===== src/rtl/keypad_pkg.sv =====
// Shared definitions for the keypad scanner: key codes, debounce states and
// the row/column-to-code lookup for the 4x3 matrix.
package keypad_pkg;

    localparam logic [3:0] NOKEY    = 4'd10;
    localparam logic [3:0] KEY_STAR = 4'd11;
    localparam logic [3:0] KEY_HASH = 4'd12;

    typedef enum logic [1:0] {
        RELEASED         = 2'b00,
        PRESS_DEBOUNCE   = 2'b01,
        PRESSED          = 2'b10,
        RELEASE_DEBOUNCE = 2'b11
    } deb_state_e;

    // Rows 0-2 hold digits 1-9 in reading order; row 3 is '*', '0', '#'.
    function automatic logic [3:0] key_code(input logic [1:0] row, input logic [1:0] col);
        logic [3:0] code;
        code = NOKEY;
        if (row == 2'd3) begin
            case (col)
                2'd0:    code = KEY_STAR;
                2'd1:    code = 4'd0;
                2'd2:    code = KEY_HASH;
                default: code = NOKEY;
            endcase
        end else if (col != 2'd3) begin
            code = ({2'b00, row} * 4'd3) + {2'b00, col} + 4'd1;
        end
        return code;
    endfunction

endpackage


===== src/rtl/keypad_row_driver.sv =====
// Row scan timing: dwell counter, row index, one-cold active-low row drive,
// a sample strobe on the last dwell cycle and a frame-end strobe on row 3.
module keypad_row_driver #(
    parameter int SCAN_DIV = 16
) (
    input  logic       clk_i,
    input  logic       rst_i,
    output logic [1:0] row_idx_o,
    output logic [3:0] row_out_o,
    output logic       sample_o,
    output logic       frame_end_o
);

    localparam int             DW         = $clog2(SCAN_DIV);
    localparam logic [DW-1:0]  DWELL_LAST = DW'(SCAN_DIV - 1);

    logic [DW-1:0] dwell_q, dwell_d;
    logic [1:0]    row_q, row_d;
    logic          last_dwell;

    assign last_dwell = (dwell_q == DWELL_LAST);

    always_comb begin
        dwell_d = dwell_q + 1'b1;
        row_d   = row_q;
        if (last_dwell) begin
            dwell_d = '0;
            row_d   = row_q + 2'd1;
        end
    end

    always_ff @(posedge clk_i) begin
        if (rst_i) begin
            dwell_q <= '0;
            row_q   <= 2'd0;
        end else begin
            dwell_q <= dwell_d;
            row_q   <= row_d;
        end
    end

    assign row_idx_o   = row_q;
    assign row_out_o   = ~(4'b0001 << row_q);
    assign sample_o    = last_dwell;
    assign frame_end_o = last_dwell && (row_q == 2'd3);

endmodule


===== src/rtl/keypad_scanner.sv =====
// 4x3 matrix keypad scanner with per-frame debounce; key/key_press are registered.
// KEYPAD_EXT_KEYS_EN makes '*' (11) and '#' (12) real keys instead of ignored switches.
module keypad_scanner
    import keypad_pkg::*;
#(
    parameter int SCAN_DIV     = 16,
    parameter int DEBOUNCE_CNT = 4
) (
    input  logic       clock,
    input  logic       reset,
    input  logic [2:0] col_in,
    output logic [3:0] row_out,
    output logic [3:0] key,
    output logic       key_press
);

    localparam int            CW      = $clog2(DEBOUNCE_CNT + 1);
    localparam logic [CW-1:0] CNT_TGT = CW'(DEBOUNCE_CNT);
    localparam logic [CW-1:0] CNT_ONE = CW'(1);

    logic [1:0] row_idx;
    logic       sample, frame_end;

    keypad_row_driver #(.SCAN_DIV(SCAN_DIV)) u_row_driver (
        .clk_i       (clock),
        .rst_i       (reset),
        .row_idx_o   (row_idx),
        .row_out_o   (row_out),
        .sample_o    (sample),
        .frame_end_o (frame_end)
    );

    logic [2:0] col_en, row_closed;
    logic [1:0] row_hits;
    logic [3:0] row_code;

    // Without extended keys the outer switches of row 3 behave as if open.
`ifdef KEYPAD_EXT_KEYS_EN
    assign col_en = 3'b111;
`else
    assign col_en = (row_idx == 2'd3) ? 3'b010 : 3'b111;
`endif

    assign row_closed = ~col_in & col_en;

    always_comb begin
        row_hits = 2'd0;
        row_code = NOKEY;
        for (int c = 2; c >= 0; c--) begin
            if (row_closed[c]) begin
                row_code = key_code(row_idx, 2'(c));
                if (row_hits != 2'd2) row_hits = row_hits + 2'd1;
            end
        end
    end

    // Closure count saturates at 2: anything above one closure is a reject.
    logic [1:0] hits_q, hits_d;
    logic [3:0] fcode_q, fcode_d;
    logic [2:0] hit_sum;
    logic [3:0] frame_code;

    always_comb begin
        hits_d     = hits_q;
        fcode_d    = fcode_q;
        hit_sum    = {1'b0, hits_q} + {1'b0, row_hits};
        frame_code = NOKEY;
        if (hit_sum == 3'd1) frame_code = (hits_q == 2'd1) ? fcode_q : row_code;
        if (sample) begin
            if (frame_end) begin
                hits_d  = 2'd0;
                fcode_d = NOKEY;
            end else begin
                hits_d = (hit_sum >= 3'd2) ? 2'd2 : hit_sum[1:0];
                if (hits_q == 2'd0) fcode_d = row_code;
            end
        end
    end

    deb_state_e    state_q, state_d;
    logic [CW-1:0] cnt_q, cnt_d, cnt_inc;
    logic [3:0]    cand_q, cand_d;
    logic [3:0]    key_q, key_d;
    logic          press_q, press_d;

    assign cnt_inc = (cnt_q >= CNT_TGT) ? cnt_q : cnt_q + 1'b1;

    always_comb begin
        state_d = state_q;
        cnt_d   = cnt_q;
        cand_d  = cand_q;
        key_d   = key_q;
        press_d = 1'b0;
        if (frame_end) begin
            case (state_q)
                RELEASED: begin
                    if (frame_code != NOKEY) begin
                        cand_d = frame_code;
                        if (CNT_ONE >= CNT_TGT) begin
                            state_d = PRESSED;
                            key_d   = frame_code;
                            press_d = 1'b1;
                            cnt_d   = '0;
                        end else begin
                            state_d = PRESS_DEBOUNCE;
                            cnt_d   = CNT_ONE;
                        end
                    end
                end
                PRESS_DEBOUNCE: begin
                    if (frame_code == cand_q) begin
                        cnt_d = cnt_inc;
                        if (cnt_inc >= CNT_TGT) begin
                            state_d = PRESSED;
                            key_d   = cand_q;
                            press_d = 1'b1;
                            cnt_d   = '0;
                        end
                    end else begin
                        state_d = RELEASED;
                        cnt_d   = '0;
                    end
                end
                PRESSED: begin
                    if (frame_code != key_q) begin
                        if (CNT_ONE >= CNT_TGT) begin
                            state_d = RELEASED;
                            key_d   = NOKEY;
                            cnt_d   = '0;
                        end else begin
                            state_d = RELEASE_DEBOUNCE;
                            cnt_d   = CNT_ONE;
                        end
                    end
                end
                RELEASE_DEBOUNCE: begin
                    if (frame_code == key_q) begin
                        state_d = PRESSED;
                        cnt_d   = '0;
                    end else begin
                        cnt_d = cnt_inc;
                        if (cnt_inc >= CNT_TGT) begin
                            state_d = RELEASED;
                            key_d   = NOKEY;
                            cnt_d   = '0;
                        end
                    end
                end
            endcase
        end
    end

    always_ff @(posedge clock) begin
        if (reset) begin
            hits_q  <= 2'd0;
            fcode_q <= NOKEY;
            state_q <= RELEASED;
            cnt_q   <= '0;
            cand_q  <= NOKEY;
            key_q   <= NOKEY;
            press_q <= 1'b0;
        end else begin
            hits_q  <= hits_d;
            fcode_q <= fcode_d;
            state_q <= state_d;
            cnt_q   <= cnt_d;
            cand_q  <= cand_d;
            key_q   <= key_d;
            press_q <= press_d;
        end
    end

    assign key       = key_q;
    assign key_press = press_q;

endmodule


===== config.mk =====
export PLATFORM = sky130hd
export DESIGN_NAME = keypad_scanner
export DESIGN_NICKNAME = d
export VERILOG_FILES = /design/src/rtl/keypad_pkg.sv /design/src/rtl/keypad_row_driver.sv /design/src/rtl/keypad_scanner.sv
export SDC_FILE = /design/constraint.sdc
export NUM_CORES = 1
export LEC_CHECK = 0
export BUFFER_PORTS_ARGS = -buffer_cell sky130_fd_sc_hd__buf_4
export CELL_PAD_IN_SITES_DETAIL_PLACEMENT = 0
export CELL_PAD_IN_SITES_GLOBAL_PLACEMENT = 1
export CORE_MARGIN = 2
export CORE_UTILIZATION = 42
export CTS_BUF_LIST = sky130_fd_sc_hd__clkbuf_8
export DETAILED_ROUTE_END_ITERATION = 16
export PLACE_DENSITY = 0.9
export SETUP_SLACK_MARGIN = 0.1
export SYNTH_ARGS = -nofsm -noshare
export SYNTH_HDL_FRONTEND = slang
export SYNTH_SLANG_ARGS = --single-unit

===== constraint.sdc =====
create_clock -name clock -period 3.69 [get_ports clock]
set_clock_uncertainty 0.2 [all_clocks]
set_input_delay 0.369 -clock clock [delete_from_list [all_inputs] [get_ports clock]]
set_output_delay 0.369 -clock clock [all_outputs]
set_load 0.01 [all_outputs]

==> metrics <==
pwr dens=270 nW/um2; reg2reg setup slack=-0.02 ns; worst hold stages=2; Slew Limit Headroom=around 52%; CP most frequent cell=ha_4; worst vdd ir=250 uV; I/O Pins=14; violated checks=negative setup slack; CP Max Fanout=4; mean number of vias per cell=about 5.7; Tot Pwr=around 0.63 mW; Die X=69.7 um; initial antenna violation count=0; die area=4860 um2; Area after DPL=2070 um2; Final Net Count=about 270; Die Y=69.7 um; Core Rows=23; measured slew at the worst slew-check pin=between 0.7 and 0.8 ns; wire per inst=approximately 15 um; syn_nets=242; grt ovf=0; pin count of the biggest net entering global routing=24; Hold EP=hits_q[1]; Startpoint Class=flop; final hold vios=0; Max clock buf depth=2; outcome=finished, violations left; CTS tree=done; Synth top cells by count=dfxtp_1, nor2_1, inv_1, a21oi_1, nand2_1; grt peak-use layer=met2; slowest stage delay, CP=0.56 ns; Yosys reg bits=26; R2R Path End=key[0]; non-filler instance count after layout=298; top post-synthesis cells by area=dfxtp_1, ha_1, a21oi_1; Critical Path End Type=flop; top-area cell type share of the netlist area=~29%; min-delay src=reset; wire length of the first global-routing pass=7640 um; diode count=0; Final Instance Area=2330 um2; total CTS buffers=3; Static Leak=0.887 nW; post-cts hold buffer count=0; post-synthesis sequential area ratio=between 20% and 30%; data arrival time of the critical path=around 3.7 ns; clock period minus worst slack=3.71 ns; Clk Latency, worst-skew pair=0.27 ns; M3 GR Usage=3.20%; area leader, netlist=dfxtp_1; max-slew violation count=0; hpwl dp=about 3200 um; reg2reg start=u_row_driver.row_idx_o[1]; top_reg_cell synth=dfxtp_1; DR pass1 iterations=4; fmax=270 MHz; clock sinks=26; cells after synthesis=222; Syn Std Cell Area=approximately 1800 um2; most frequent cell after synthesis=dfxtp_1; Area growth syn-to-layout=28.1%; max cap viols=0; Final WS setup=-0.0167 ns; Crit Path Class=flop to flop; vias in the first global route=1612; DRC viols=0; count of cell types in the netlist=54; routability congestion estimate=~0.8; Avg Inst Size Synth=approximately 8 um2; count of buffers from port buffering=13; Post-synth EDFFs=0; clk slew on worst S/H paths=0.09 ns; root buffer selected by CTS=clkbuf_8; 1st-iter DRT viols=129; slowest CP cell=fa_1; htree depth=1; core area=4090 um2; share of layout cells above drive strength 1=29.0%; R2R depth=15; Final Cycle Share=100%; HP Class=primary input to flop; Initial Utilization=44.4%; Synth async-reset ratio=0%; Critical Path RT=3.71 ns; Global Route Usage Sum=19.0%; final setup fails=3; Final ANT Viol Nets=0; Post-Route WL=about 4400 um; routing usage on met1=27.3%; RSZ-0062 raised after global routing=true; met2 Usage GRT=29.5%; CP cell instances=ha_4 -> or2_4 -> ha_4 -> mux2_4 -> ha_4 -> inv_2 -> fa_1 -> nand3_2 -> o21a_1 -> a311o_1 -> a311o_1 -> o2111a_2 -> o2bb2ai_4 -> a21oi_4 -> a22o_1; Synthesis Warnings=0; Placed Cells=285; setup TNS=-0.0437 ns; via count=1691
==> power by group <==
part / internal, mW / leakage (nW) / switching, mW
logic: 0.0478 / 0.639 / 0.0520
registers: 0.283 / 0.212 / 0.00391
clock network: 0.145 / 0.0357 / 0.0956
==> area by class of cell <==
class                      instances  area, um2
fill                             396       1760
multi-input combinational        167       1340
sequential                        26        528
timing repair buffer              32        251
inverter                          19       71.3
tap                               50       62.6
clock buffer                       3       41.3
clock inverter                     1       30.0
==> state kept, by name (all words and copies together) (netlist names) <==
register	flops
state_q	2
u_row_driver.dwell_q	4
hits_q	2
key	4
cnt_q	3
fcode_q	4
u_row_driver.row_idx_o	2
cand_q	4
key_press	1
==> metrics by stage <==
stage               worst slack [ns]  hold slack (ns)  util (%)
finish                       -0.0167            0.246      56.9
CTS                         -0.00860            0.243      55.3
global placement              0.0335            0.258      50.8
floorplan                     0.0676            0.235         -
global route                  -0.166            0.265      56.9
detailed placement          -0.00879            0.266      50.8
==> metal layers <==
layer  vias up  wire length (um)
li1        851                 -
met1       812              2130
met2        20              2060
met3         8               122
met4         0                63
met5         -                 0
==> repair_timing <==
action	4_1_cts	5_1_grt
gates resized for setup	12	10
setup endpoints to repair	8	12
setup buffers	8	1
pin swaps	19	17
==> logic make-up (layout without fill, tap and decap cells) <==
logic type,count (synthesis),after routing,synth area share (%)
mux,2,2,1.17
compound gates,59,59,25.0
fa+ha+maj,15,15,10.8
flops,26,26,28.7
buf+inv,29,55,6.48
simple gates,84,84,24.5
xor+xnor,7,7,3.38
==> worst max-delay path by stage <==
stage	start	end	slack, ns	cells past startpoint
finish	u_row_driver.row_idx_o[1]	key[0]	-0.02	15
global route	u_row_driver.row_idx_o[1]	key[0]	-0.17	15
CTS	u_row_driver.row_idx_o[1]	key[1]	-0.009	15
detailed placement	u_row_driver.row_idx_o[0]	cnt_q[2]	-0.009	16
global placement	u_row_driver.row_idx_o[0]	key[2]	0.03	16
floorplan	u_row_driver.row_idx_o[0]	key[0]	0.07	15
==> layout by cell type (no fill, tap or decap), drive strengths merged, types with 2 or more instances in the layout <==
cell / synthesis / routed
or2: 4 / 4
ha: 14 / 14
nor2: 21 / 21
a21o: 2 / 2
nor3: 9 / 9
nand2: 16 / 16
a31oi: 3 / 3
and3: 4 / 4
nand3: 6 / 6
nand4: 2 / 2
a22oi: 3 / 3
a21oi: 17 / 17
nor3b: 3 / 3
nand2b: 4 / 4
a22o: 2 / 2
xnor2: 6 / 6
clkbuf: 6 / 3
inv: 19 / 19
or3: 3 / 3
o21a: 2 / 2
dfxtp: 26 / 26
nor4: 4 / 4
buf: 4 / 32
o21ai: 8 / 8
a211oi: 7 / 7
nand4b: 2 / 2
o311ai: 2 / 2
a311o: 5 / 5
o211ai: 2 / 2
==> worst max-delay path, delay by kind of cell, from the launching register on <==
family	cells	cell delay, ns
AO/OA/AOI/OAI	7	1.47
buffers and inverters	1	0.03
multiplexers	1	0.14
flip-flops	1	0.36
adder cells (fa/ha/maj)	4	1.08
AND/OR/NAND/NOR	2	0.37
Note: power is estimated with default switching activity, not from simulation.
